==> src/rtl/z_pkg.sv <==
// Shared types and line levels for the Z-stream frame deserializer.
package z_pkg;

    typedef enum logic [1:0] {
        S_IDLE   = 2'd0,
        S_DATA   = 2'd1,
        S_STOP   = 2'd2,
        S_PARITY = 2'd3
    } z_state_t;

    localparam logic Z_IDLE_LVL  = 1'b0;
    localparam logic Z_START_LVL = 1'b1;
    localparam logic Z_STOP_LVL  = 1'b0;

endpackage

==> src/rtl/z_out_slot.sv <==
// Single-entry DATA/DVALID holding register with load/drain/overrun decision
// and a wrapping count of delivered frames.
module z_out_slot #(
    parameter int WIDTH = 4,
    parameter int CNT_W = 5
) (
    input  logic             clk,
    input  logic             rst,
    input  logic             load,
    input  logic [WIDTH-1:0] din,
    input  logic             dready,
    output logic [WIDTH-1:0] data,
    output logic             dvalid,
    output logic [CNT_W-1:0] frames,
    output logic             overrun
);

    logic accept;

    // A slot being drained on this edge can take a new word at the same time.
    assign accept  = load && (!dvalid || dready);
    assign overrun = load && !accept;

    always_ff @(posedge clk or posedge rst) begin
        if (rst) begin
            data   <= '0;
            dvalid <= 1'b0;
            frames <= '0;
        end else if (accept) begin
            data   <= din;
            dvalid <= 1'b1;
            frames <= frames + 1'b1;
        end else if (dvalid && dready) begin
            dvalid <= 1'b0;
        end
    end

endmodule

==> src/rtl/z_frame_deserializer.sv <==
// Deframes the serial Z stream (start, WIDTH data bits MSB first, stop) into words.
// Build with Z_DESER_PARITY_CHECK_EN to add an even-parity bit before the stop bit and the PERR flag.
module z_frame_deserializer
    import z_pkg::*;
#(
    parameter int WIDTH = 4,
    parameter int CNT_W = 5
) (
    input  logic             CLK,
    input  logic             RST,
    input  logic             Z,
    input  logic             Z_VALID,
    output logic [WIDTH-1:0] DATA,
    output logic             DVALID,
    input  logic             DREADY,
    output logic             FERR,
    output logic             OVR,
    input  logic             CLR_ERR,
`ifdef Z_DESER_PARITY_CHECK_EN
    output logic             PERR,
`endif
    output logic [CNT_W-1:0] FRAMES
);

    z_state_t         state_reg, state_next;
    logic [WIDTH-1:0] shift_reg, shift_next;
    logic [CNT_W-1:0] cnt_reg, cnt_next;
    logic             par_bad_reg, par_bad_next;
    logic             load;
    logic             ferr_set;
    logic             perr_set;
    logic             ovr_set;

    always_ff @(posedge CLK or posedge RST) begin
        if (RST) begin
            state_reg   <= S_IDLE;
            shift_reg   <= '0;
            cnt_reg     <= '0;
            par_bad_reg <= 1'b0;
        end else begin
            state_reg   <= state_next;
            shift_reg   <= shift_next;
            cnt_reg     <= cnt_next;
            par_bad_reg <= par_bad_next;
        end
    end

    always_comb begin
        state_next   = state_reg;
        shift_next   = shift_reg;
        cnt_next     = cnt_reg;
        par_bad_next = par_bad_reg;
        load         = 1'b0;
        ferr_set     = 1'b0;
        perr_set     = 1'b0;
        if (Z_VALID) begin
            case (state_reg)
                S_IDLE: begin
                    if (Z == Z_START_LVL) begin
                        state_next   = S_DATA;
                        cnt_next     = '0;
                        par_bad_next = 1'b0;
                    end
                end
                S_DATA: begin
                    shift_next = {shift_reg[WIDTH-2:0], Z};
                    cnt_next   = cnt_reg + 1'b1;
                    if (cnt_reg == CNT_W'(WIDTH - 1)) begin
`ifdef Z_DESER_PARITY_CHECK_EN
                        state_next = S_PARITY;
`else
                        state_next = S_STOP;
`endif
                    end
                end
`ifdef Z_DESER_PARITY_CHECK_EN
                S_PARITY: begin
                    if ((^shift_reg) != Z) begin
                        perr_set     = 1'b1;
                        par_bad_next = 1'b1;
                    end
                    state_next = S_STOP;
                end
`endif
                S_STOP: begin
                    if (Z == Z_STOP_LVL) begin
                        load       = !par_bad_reg;
                        state_next = S_IDLE;
                    end else begin
                        // A high stop bit is taken as the start bit of the next frame.
                        ferr_set     = 1'b1;
                        state_next   = S_DATA;
                        cnt_next     = '0;
                        par_bad_next = 1'b0;
                    end
                end
                default: state_next = S_IDLE;
            endcase
        end
    end

    z_out_slot #(
        .WIDTH(WIDTH),
        .CNT_W(CNT_W)
    ) u_slot (
        .clk    (CLK),
        .rst    (RST),
        .load   (load),
        .din    (shift_reg),
        .dready (DREADY),
        .data   (DATA),
        .dvalid (DVALID),
        .frames (FRAMES),
        .overrun(ovr_set)
    );

    // Sticky flags: a new error event beats a simultaneous clear.
    always_ff @(posedge CLK or posedge RST) begin
        if (RST) begin
            FERR <= 1'b0;
            OVR  <= 1'b0;
        end else begin
            FERR <= ferr_set | (FERR & ~CLR_ERR);
            OVR  <= ovr_set | (OVR & ~CLR_ERR);
        end
    end

`ifdef Z_DESER_PARITY_CHECK_EN
    always_ff @(posedge CLK or posedge RST) begin
        if (RST) begin
            PERR <= 1'b0;
        end else begin
            PERR <= perr_set | (PERR & ~CLR_ERR);
        end
    end
`endif

endmodule
==> config.mk <==
export PLATFORM = sky130hd
export DESIGN_NAME = z_frame_deserializer
export DESIGN_NICKNAME = d
export VERILOG_FILES = /design/src/rtl/z_pkg.sv /design/src/rtl/z_out_slot.sv /design/src/rtl/z_frame_deserializer.sv
export SDC_FILE = /design/constraint.sdc
export NUM_CORES = 1
export LEC_CHECK = 0
export BUFFER_PORTS_ARGS = -buffer_cell sky130_fd_sc_hd__buf_2
export CAP_MARGIN = 40
export CORE_MARGIN = 2
export CORE_UTILIZATION = 50
export DETAILED_ROUTE_END_ITERATION = 6
export HOLD_SLACK_MARGIN = 0.06
export PLACE_DENSITY = 0.73
export SYNTH_ARGS = -nofsm -noshare
export SYNTH_HDL_FRONTEND = slang
export SYNTH_SLANG_ARGS = --single-unit
==> constraint.sdc <==
create_clock -name CLK -period 2.05 [get_ports CLK]
set_input_delay 0.205 -clock CLK [delete_from_list [all_inputs] [get_ports CLK]]
set_output_delay 0.205 -clock CLK [all_outputs]
set_load 0.005 [all_outputs]
---- Yosys cells after proc, flatten, opt, wreduce, memory -nomap -nowiden ----
Cells that the tools add are included.
word-level totals
  logic and storage cells ................. 48
  output and inout bits ................... 12
  register bits after elaboration ......... 23
  bits of input ports ..................... 6
operators by class
  multiplexer cells ....................... 14
  add/sub/neg operators ................... 2
  reduce and logical (&&, ||, !) cells .... 13
  bitwise operators ....................... 5
  equal/unequal tests ..................... 6
operator list
  kind                 count
  $add 5x1->5 const B  2
  $pmux 5 s2           1
  $mux 1               9
  $pmux 2 s3           1
  $reduce_and 3->1     2
  $eq 5x2->1 const B   1
  $mux 5               1
  $mux 2               2
  $ne 2x2->1 const B   2
  $reduce_bool 2->1    2
  $logic_and 1x1->1    3
  $and 1x1->1          2
  $eq 2x1->1 const B   1
  $eq 2x2->1 const B   1
  $logic_not 1->1      2
  $logic_not 2->1      1
  $ne 2x1->1 const B   1
  $or 1x1->1           2
  $reduce_and 2->1     1
  $reduce_or 2->1      1
  $logic_or 1x1->1     1
  $not 1->1            1

---- Longest topological paths before layout ----
  depth in word-level cells ............... 7
  mapped depth ............................ 4
  mapped depth without buffers ............ 4

---- Hierarchy ----
From an unflattened synthesis, not the netlist that was laid out.
unflattened totals
  cell total of the unflattened synthesis .. 88
  area total of the unflattened synthesis .. 1018.5 um^2
modules (own cells, without submodules)
  module                cells each  instances  seq. area each (um^2)  area each (um^2)
  z_frame_deserializer  57          1          325.3                  578.1
  z_out_slot            31          1          250.2                  440.4

---- Least setup slack after synthesis ----
Ideal clock, no wire load.
  path type ............................... register to register
  start point ............................. register cnt_reg[0]
  end point ............................... register state_reg[0]
  data arrival time ....................... 1.141 ns
  stages on the path, launching flop included .. 5
  slack ................................... 0.781 ns
  setup time .............................. 0.128 ns
  cells stage by stage .................... dfrtp_1 -> ha_1 -> or4b_1 -> nand2_1 -> a31oi_1
on the way
  word-level cells in the longest chain between the ends .. 3
RTL lines
  item                               line                        source
  from (decl)                        z_frame_deserializer.sv:27  logic [CNT_W-1:0] cnt_reg, cnt_next;
  from (signal assigned)             z_frame_deserializer.sv:43  cnt_reg <= cnt_next;
  $eq 5x2->1                         z_frame_deserializer.sv:68  if (cnt_reg == CNT_W'(WIDTH - 1)) begin
  $ne 2x2->1 (no source line)        n/a
  $reduce_and 3->1 (no source line)  n/a
  to (signal assigned)               z_frame_deserializer.sv:41  state_reg <= state_next;
  to (decl)                          z_frame_deserializer.sv:25  z_state_t state_reg, state_next;
No other way between the ends.
A chain may end at the register's enable or synchronous reset.

---- Worst setup path in the final report ----
Ends and elaborated chain as after synthesis.

==> impl_metrics.yaml <==
run_status:
  status: "finished, final reports clean"
sta:
  setup_ws_ns: 0.602
  tightest_slew_ns: 0.427
  period_minus_slack_ns: 1.45
  max_freq_mhz: 690
  relSlewSlack_pct: 71.5
  finClkSkew_ns: 0.00688
  fin_crit_sh_pct: 70.6
  drv_slew: 0
  setup_tns_ns: 0
  hold_violations: 0
  setup-violations-final: 0
  rsz0062_at_grt: "no"
yosys:
  synth_area_leaders: "dfrtp_1 55%, mux2_4 7.1%, mux2_2 4.3%"
  synth_nets: 93
  syn_area_per_cell_sq_um: 12.4
  synth-seq-cells: 23
  ys_seq_area_share_pct: 54.8
  synthDistinctLibCells: 29
  synth_cells: 85
  yosys_warnings: 0
  synth_top_area_share_pct: 54.8
  yosysTopAreaCell: "dfrtp_1"
  synth_area_sq_mm: 0.00105
placed_design:
  globalplace.congestion: 0.726
  place_area_sq_mm: 0.00117
  dpl.hpwl_um: 1370
  portBuffers: 17
  place_ws_ns: 0.627
worst_setup_path:
  worstPathArrival_ns: 1.63
  worstPathMaxFanout: 5
  worstSetupStartpointType: "flip-flop"
  crit_required_ns: 2.23
  endpoint_kind: "flip-flop"
  crit_type: "reg -> reg"
die:
  rows: 16
  initial_core_util_pct: 53.0
  ios: 18
  dieWidth_um: 49.8
  core_area_sq_mm: 0.00198
  die_area_sq_mm: 0.00248
  die_h_um: 49.8
global_route:
  antenna_found_initial: 0
  grt_max_degree: 14
  grt_use_total_pct: 16.0
  overflow: 0
  grt_pass1_vias: 696
  grt_pass1_wl_um: 3020
pwr:
  powerDensity_mw_per_mm2: 1080
  p_leak_uw: 0.000606
  vdd_drop_max_mv: 0.780
  finalPower_uw: 1300
detailed_routing:
  viasPerCell: 5.55
  vias: 738
  drc: 0
  drt_iter0_drc: 23
  dr.pass1.iters: 4
  drtAntennaViolNets: 0
  routedWlPerCell_um: 13.3
  wl_um: 1770
clock_network:
  clock_latency_ns: 0.31
  htree_levels: 1
  postCtsSetupRepairBufs: 0
  cts_resized: 0
  cts_hold_buf: 1
  clk_pin_slew_ns: 0.12
  cts_sinks: 23
  cts_buffer_depth: 2
  cts_tree: "yes"
  cts_made_buffers: 3
  cts-root-buf: "clkbuf_4"
layout:
  finalNetCount: 115
  final_util_pct: 61.0
  design_area_sq_mm: 0.00121
  drive_gt1_share_pct: 33.0
  area_growth_pct: 15.1
  n_antenna_cell: 0
flow_run:
  maxCapViolCount: 0
worst_hold_path:
  min_path_type: "in -> reg"
path summary, 6_finish.rpt:
check	slack, ns	depth (start not counted)	start	to
worst max-delay path	0.60	4	cnt_reg[0]$_DFFE_PP0P_	state_reg[0]$_DFFE_PP0P_
worst min-delay path	0.09	2	CLR_ERR	FERR$_DFF_PP0_
worst max register to register	0.60	4	cnt_reg[0]$_DFFE_PP0P_	state_reg[0]$_DFFE_PP0P_
worst min register to register	0.49	1	u_slot.frames[4]$_DFFE_PP0P_	u_slot.frames[4]$_DFFE_PP0P_
max in group asynchronous	1.20	4	RST	cnt_reg[3]$_DFFE_PP0P_
min in group asynchronous	0.41	3	RST	u_slot.frames[0]$_DFFE_PP0P_
metal layers:
metal | global-route usage [%] | routed length [um]
met4 | 5.56 | 18
met1 | 21.0 | 793
met3 | 2.73 | 91
met5 | 0 | 0
met2 | 26.9 | 864
synth_stat cells, drive strengths merged:
| library cell | number |
|---|---|
| a21oi | 2 |
| a22o | 2 |
| a31oi | 1 |
| and3 | 2 |
| and4bb | 1 |
| buf | 2 |
| dfrtp | 23 |
| ha | 2 |
| inv | 4 |
| mux2 | 9 |
| nand2 | 7 |
| nand2b | 1 |
| nand3 | 6 |
| nand3b | 2 |
| nand4b | 1 |
| nor2 | 3 |
| o211ai | 1 |
| o21ai | 4 |
| o22ai | 3 |
| o31ai | 1 |
| or2b | 1 |
| or3 | 1 |
| or4b | 1 |
| xnor2 | 4 |
| xor2 | 1 |
power by group:
group / internal (uW) / switching, uW / total, uW
Sequential: 595 / 135 / 729
Combinational: 227 / 142 / 369
Clock: 72.9 / 132 / 205
through the flow:
step,hold slack [ns],instances
after detailed placement,0.225,128
after floorplan,0.207,85
final,0.0920,133
after global placement,0.403,127
after global routing,0.0735,133
after CTS,0.0923,133
layout by cell type, fill, tap and decap left out, types with 2 or more instances in the layout:
cell type,instances
xnor2_1,4
buf_2,17
nand3_1,6
mux2_2,4
ha_1,2
mux2_4,5
nor2_1,3
and3_1,2
o21ai_0,4
clkbuf_4,3
inv_1,4
o22ai_1,3
a22o_1,2
nand2_1,6
dfrtp_1,23
a21oi_1,2
worst max-delay path, stage by stage (launching register included):
cell     delay, ns
dfrtp_1       0.44
ha_1          0.23
or4b_1        0.48
nand2_1       0.09
a31oi_1       0.08
final cells by class:
class	instances	area (sq um)
inverters	4	15.0
repair buffers	19	110
clock inverters	1	5.00
fillers	156	772
well taps	27	33.8
flip-flops and latches	23	576
clock buffers	3	22.5
multi-input cells	56	448
logic make-up (layout without fill, tap and decap cells):
logic type,count (synthesis),in the layout,share of synthesized area [%]
simple gates,26,26,16.3
compound gates,14,14,8.33
flops,23,23,54.8
buf+inv,6,27,2.62
xor+xnor,5,5,4.17
fa+ha+maj,2,2,2.38
mux,9,9,11.4
Power figures use the tool's default switching activity.
